==> config.mk <==
export PLATFORM = sky130hd
export DESIGN_NAME = cordic_exp_range_reducer
export DESIGN_NICKNAME = d
export VERILOG_FILES = /design/src/rtl/cordic_exp_range_reducer.sv
export SDC_FILE = /design/constraint.sdc
export NUM_CORES = 1
export LEC_CHECK = 0
export CELL_PAD_IN_SITES_DETAIL_PLACEMENT = 0
export CELL_PAD_IN_SITES_GLOBAL_PLACEMENT = 2
export CORE_ASPECT_RATIO = 0.7
export CORE_MARGIN = 2
export CORE_UTILIZATION = 34
export CTS_BUF_LIST = sky130_fd_sc_hd__clkbuf_2
export DETAILED_ROUTE_END_ITERATION = 10
export GPL_ROUTABILITY_DRIVEN = 0
export PLACE_DENSITY_LB_ADDON = 0.1
export RECOVER_POWER = 50
export SLEW_MARGIN = 15
export SYNTH_ARGS = -nofsm -noshare
export SYNTH_HDL_FRONTEND = slang
export SYNTH_SLANG_ARGS = --single-unit
==> constraint.sdc <==
create_clock -name clk -period 4.93 [get_ports clk]
set_input_delay 0.493 -clock clk [delete_from_list [all_inputs] [get_ports clk]]
set_output_delay 0.493 -clock clk [all_outputs]
set_load 0.03 [all_outputs]
==> src/rtl/cordic_exp_range_reducer.sv <==
// cordic_exp_range_reducer: splits z into k*ln2 + r, runs the exp CORDIC on r, then scales by 2^k with saturation.
module cordic_exp_range_reducer #(
  parameter int LN2      = 22713,
  parameter int HALF_LN2 = 11357,
  parameter int X_INIT   = 16384,
  parameter int INIT_CYC = 2,
  parameter int MAX_WAIT = 64
) (
  input  logic        clk,
  input  logic        rst_n,
  input  logic        in_valid,
  output logic        in_ready,
  input  logic [19:0] z_in,
  output logic        out_valid,
  input  logic        out_ready,
  output logic [17:0] exp_out,
  output logic        sat,
  output logic        timeout,
  output logic        busy,
  output logic        cordic_init,
  output logic [17:0] cordic_x,
  output logic [17:0] cordic_y,
  output logic [16:0] cordic_z,
  input  logic [17:0] cordic_exp,
  input  logic        cordic_done
);
  typedef enum logic [2:0] {IDLE, REDUCE, LAUNCH, WAIT, SHIFT, OUT} state_t;
  localparam logic signed [21:0] LN2_S  = 22'(LN2);
  localparam logic signed [21:0] HALF_S = 22'(HALF_LN2);
  state_t state, state_d;
  logic signed [21:0] r;
  logic signed [5:0]  k;
  logic [5:0]  nk;
  logic [6:0]  cnt;
  logic [17:0] ex;
  logic [16:0] z_q, v;
  logic [47:0] wide;
  logic [17:0] shift_res;
  logic        gt, lt, fire, to_hit, shift_sat;
  assign gt        = r > HALF_S;
  assign lt        = r < -HALF_S;
  assign fire      = state == WAIT && cordic_done && cnt >= 7'd2;
  assign to_hit    = state == WAIT && cnt == 7'(MAX_WAIT - 1);
  assign v         = ex[17] ? 17'd0 : ex[16:0];
  assign nk        = 6'(-k);
  assign wide      = {31'd0, v} << k[4:0];
  assign shift_sat = !k[5] && |wide[47:17];
  assign shift_res = k[5] ? {1'b0, v >> nk} : shift_sat ? 18'h1FFFF : {1'b0, wide[16:0]};
  assign in_ready    = state == IDLE;
  assign busy        = state != IDLE;
  assign out_valid   = state == OUT;
  assign cordic_init = state == LAUNCH;
  assign cordic_x    = 18'(X_INIT);
  assign cordic_y    = 18'(X_INIT);
  assign cordic_z    = z_q;
  always_ff @(posedge clk or negedge rst_n)
    if (!rst_n) state <= IDLE;
    else state <= state_d;
  always_comb begin
    state_d = state;
    case (state)
      IDLE:    state_d = in_valid ? REDUCE : IDLE;
      REDUCE:  state_d = (gt || lt) ? REDUCE : LAUNCH;
      LAUNCH:  state_d = cnt == 7'(INIT_CYC - 1) ? WAIT : LAUNCH;
      WAIT:    state_d = fire ? SHIFT : to_hit ? OUT : WAIT;
      SHIFT:   state_d = OUT;
      OUT:     state_d = out_ready ? IDLE : OUT;
      default: state_d = IDLE;
    endcase
  end
  // cnt restarts on every state change, so it times both the init pulse and the wait window
  always_ff @(posedge clk or negedge rst_n)
    if (!rst_n) begin
      r       <= '0;
      k       <= '0;
      cnt     <= '0;
      ex      <= '0;
      z_q     <= '0;
      exp_out <= '0;
      sat     <= 1'b0;
      timeout <= 1'b0;
    end else begin
      cnt <= (state_d != state) ? 7'd0 : cnt + 7'd1;
      if (state == IDLE && in_valid) begin
        r <= {{2{z_in[19]}}, z_in};
        k <= '0;
      end
      if (state == REDUCE) begin
        r   <= gt ? r - LN2_S : lt ? r + LN2_S : r;
        k   <= gt ? k + 6'sd1 : lt ? k - 6'sd1 : k;
        z_q <= r[16:0];
      end
      if (fire) ex <= cordic_exp;
      if (to_hit && !fire) begin
        timeout <= 1'b1;
        exp_out <= '0;
        sat     <= 1'b0;
      end
      if (state == SHIFT) begin
        exp_out <= shift_res;
        sat     <= shift_sat;
      end
      if (state == OUT && out_ready) begin
        exp_out <= '0;
        sat     <= 1'b0;
        timeout <= 1'b0;
      end
    end
endmodule

== Word-level counts from Yosys, hierarchy flattened ==
Index checks and enable logic that the tools add are counted.
Cells by class
  reductions and logical operators: 17
  $lt $le $gt $ge: 3
  $add $sub $neg: 6
  equal/unequal tests: 9
  mux-type cells: 27
  shifts and indexed selects: 2
Operator list (count)
  $mux 22: 4
  $mux 18: 3
  $mux 17: 3
  $shl 17x5->48: 1
  $reduce_or 31->1: 1
  $mux 6: 4
  $add 22x16->22 const B: 1
  $gt 22x15->1 const B: 1
  $lt 22x15->1 const B: 1
  $sub 22x16->22 const B: 1
  $pmux 3 s6: 1
  $shr 17x6->17: 1
  $mux 3: 3
  $add 7x1->7 const B: 1
  $eq 7x1->1 const B: 1
  $eq 7x6->1 const B: 1
  $ge 7x2->1 const B: 1
  $logic_and 1x1->1: 7
  $mux 1: 7
  $mux 7: 1
  $add 6x2->6 const B: 1
  $eq 3x2->1 const B: 2
  $eq 3x3->1 const B: 2
  $neg 6->6: 1
  other kinds (11): 14
Storage, ports and cells
  output and inout bits: 77
  word-level logic and storage cells: 73
  register bits after elaboration: 93
  input port bits: 43

== Depth between registers and ports, before layout ==
  depth in word-level cells: 8
  gate-level depth with buffers: 13

== Worst setup path after synthesis ==
OpenSTA, ideal clock, no wires.
  path type: register -> register
  from: register r[1]
  to: register r[19]
  period minus slack after synthesis: 4044 ps
  path slack: 886 ps
  cell stages (with the launch flop): 14
  arrival time: 3975 ps
  cells stage by stage: dfrtp_1 a41o_1 a2111o_1 a21oi_1 nor2_1 inv_1 ha_1 and4_1 and3_1 a32oi_1 a2111oi_0 o211ai_1 a2111o_1 nand3_1
Between the ends
  word-level cells in the longest chain between the ends: 4
  elaborated cells on any way between the ends: 9
  classes of those cells: 2 x add/sub; 2 x order compare; 1 x eq/ne; 3 x mux; 1 x reduce/logical
RTL lines
  start: declaration: RTL line 31  | logic signed [21:0] r;
  start signal: assignment: RTL line 85  | r <= {{2{z_in[19]}}, z_in};
  start signal: assignment: RTL line 89  | r <= gt ? r - LN2_S : lt ? r + LN2_S : r;
  $add 22x16->22: RTL line 89
  $mux 22 (2 in series): RTL line 89
  $mux 22: RTL line 88  | if (state == REDUCE) begin
Several ways; a longest one is shown, not always the timed one. The select of a mux whose other input is x is not followed.
A chain may end at the register's enable or synchronous reset.

== Final worst setup path ==
  from: register r[1]
  to: register r[20]
The elaborated chain is that of the path after synthesis.

==> out/results.txt <==
Sequential-to-total area share from yosys stat: 29.63%
Post-Synth Simple-Gate Area: 18.49%
All-Layer GR Usage: 21.71%
Vias: 7226
Worst Max-Slew Pin Slew: 3.278 ns
Layout Cells excl Fill: 1282
Synth Area in Adders: 5.025%
Primary FF master, synth: dfrtp_1
Register Area: 2303 sq um
Startpoint Class: flop
Crit path required time: 5.51 ns
Post-synthesis mux area share: 12.58%
Setup violators final: 0
Routed len/inst: 19.80 um
Commonest non-fill, non-tap cell in the layout: nand2_1
Hold WC Path Type: input pin to flop
1st-iter DRT viols: 623
Drt first pass iters: 5
GR Overflow Total: 0
Worst EP arrival: 4.57 ns
Dominant cell type by area after synthesis: dfrtp_1
Min Tclk post-route: 3.995 ns
Routed vias/inst: 5.637
Worst path bufs/invs: 1
Clock slew at reported path FFs: 0.29 ns
Antenna-violating nets left: 0
CP max stage delay: 0.53 ns
Placed Instances: 1265
Post-CTS setup buffers: 0
Crit path cell chain: a41o_1 > a2111o_1 > a21oi_1 > nor2_1 > buf_4 > ha_1 > a21o_1 > a21oi_1 > nor4bb_1 > a211oi_1 > o211a_1 > o211a_1 > or3b_1
Worst skew pair latency: 0.66 ns
Layout area overhead: 13.37%
TritonCTS buffer count: 9
H-tree depth: 3
XOR/XNOR Fraction of Synth Area: 2.480%
Compound-Gate Fraction of Synth Area: 23.40%
Share of cells above drive strength 1: 10.00%
Finished Cell Area: 8807 sq um
CTS tree: built
Setup Total Neg Slack: 0 ns
Final #Nets: 1038
Hpwl dp: 18600 um
Mean Syn Cell Area: 8.463 sq um
Starting Density: 34.43%
Register bit total from synthesis: 92
Yosys top cell area share: 29.63%
Hold Fails Final Rpt: 0
Slowest cell on the critical path: dfrtp_1
Cells after synthesis: 918
Io pins: 120
Die X-Extent: 184.7 um
Die Footprint: 24090 sq um
Multi-input logic area: 4956 sq um
CTS sink cnt: 92
Row count: 46
Vias in the first global route: 6786
Post-Syn Area: 7769 sq um
Relative slew slack: -118.5%
Port buffer count: 82
Worst Clk Skew: 0.03799 ns
Largest net degree at the start of global routing: 55
Synth async-reset ratio: 100.0%
Status: finished, violations left
Top cell family by delay on the critical path: compound AO/OA/AOI/OAI gates
Crit. End Element: flop
Main combinational cell family by area after synthesis: compound AO/OA/AOI/OAI gates
Post-synth EDFFs: 0
Detailed Route WL: 25380 um
DR DRC count: 0
Syn. warnings: 0
Crit path max fanout: 16
RSZ-0062 raised after global routing: no
Initial antenna violation count: 0
Core ar.: 22560 sq um
# fillers: 2337
F_max: 250.3 MHz
Fin crit share: 81.03%
Synth top area cells: dfrtp_1 (30%), mux4_2 (6.4%), nand2_1 (5.7%)
Clk root buf: clkbuf_2
Commonest non-fill, non-tap cells in the layout: nand2_1 (119), dfrtp_1 (91), clkdlybuf4s50_1 (81), nor2_1 (78), a21oi_1 (68)
Final Max Tran Viols: 93
Failing checks: max-capacitance violations, max-slew violations
MaxCap Viol Count: 2
Die Y: 130.5 um
Antenna cells: 0
CTS max path bufs: 2
Post-place instance area: 8702 sq um
Yosys cell types: 77
Minimum hold slack: 0.3489 ns
Crit path kind: flop to flop
First-pass GRT wire length: 40360 um
layer usage:
metal	track usage [%]	part of all wire [%]
met1	35.51	55
met2	28.15	37
met3	5.017	7.0
met4	4.155	1.1
met5	0	0
area by class of cell:
type,instances,share of cell area [%]
multi-input combinational,739,56.27
tap,312,4.432
timing repair buffer,104,11.08
inverter,19,0.8098
sequential,92,26.15
clock inverter,7,0.7387
clock buffer,9,0.5114
synthesized netlist by cell type (4+ instances only):
master	number
a211o_1	7
nand3b_1	4
ha_1	28
o221ai_1	5
nor2_1	78
mux2i_1	20
or3_1	11
buf_1	6
a2111oi_0	4
buf_2	10
buf_4	38
xnor2_1	13
nor2b_1	4
a221oi_1	25
inv_1	16
xor2_1	9
nor3_1	22
dfrtp_1	92
o211ai_1	7
or2_2	6
a22oi_1	6
nand2b_1	5
and2_1	10
a21o_1	11
nand3_1	29
o22ai_1	9
clkbuf_1	44
a21oi_1	68
a211oi_1	14
o21a_1	9
buf_6	4
and3_1	4
mux4_2	22
mux2_2	25
nor4_1	5
nand2_1	119
a31oi_1	14
o21ai_0	53
o21bai_1	4
state kept, by name, summed over array words and instances, names as in the netlist:
signal,flops
timeout,1
cnt,7
exp_out,17
ex,18
sat,1
k,6
state,3
cordic_z,17
r,22
logic make-up after synthesis:
kind of cell | after synthesis
fa+ha+maj | 30
xor+xnor | 22
flops | 92
compound gates | 270
other cells | 2
mux | 67
simple gates | 313
buf+inv | 122
path summary, 6_finish.rpt:
| kind | start | endpoint | slack [ns] | cells past startpoint |
|---|---|---|---|---|
| hold / removal | z_in[9] | r[9] | 0.35 | 3 |
| min in group asynchronous | rst_n | r[8] | 1.43 | 2 |
| setup / recovery | r[1] | r[20] | 0.94 | 13 |
| hold reg to reg | cordic_z[10] | cordic_z[10] | 0.52 | 2 |
| setup reg to reg | r[1] | r[20] | 0.94 | 13 |
| max in group asynchronous | rst_n | cnt[6] | 1.14 | 3 |
worst min-delay path, cell delays in order:
cell and delay, ns:
clkdlybuf4s50_1 0.40, nand2_1 0.06, a31oi_1 0.07
what timing repair did:
item | 4_1_cts | 5_1_grt
hold endpoints to repair | 53 | 0
gates resized for setup | 0 | 0
hold buffers | 1 | 0
per-stage QoR:
step                utilization (%)  setup slack [ns]
CTS                           39.10            0.9759
detailed placement            38.57             1.017
global placement              38.57             1.070
floorplan                         -            0.8862
finish                        39.04            0.9352
global route                  39.04            0.4518
Power is not shown: default switching activity piles up to over one toggle a cycle in this logic, so the estimate is an artifact.
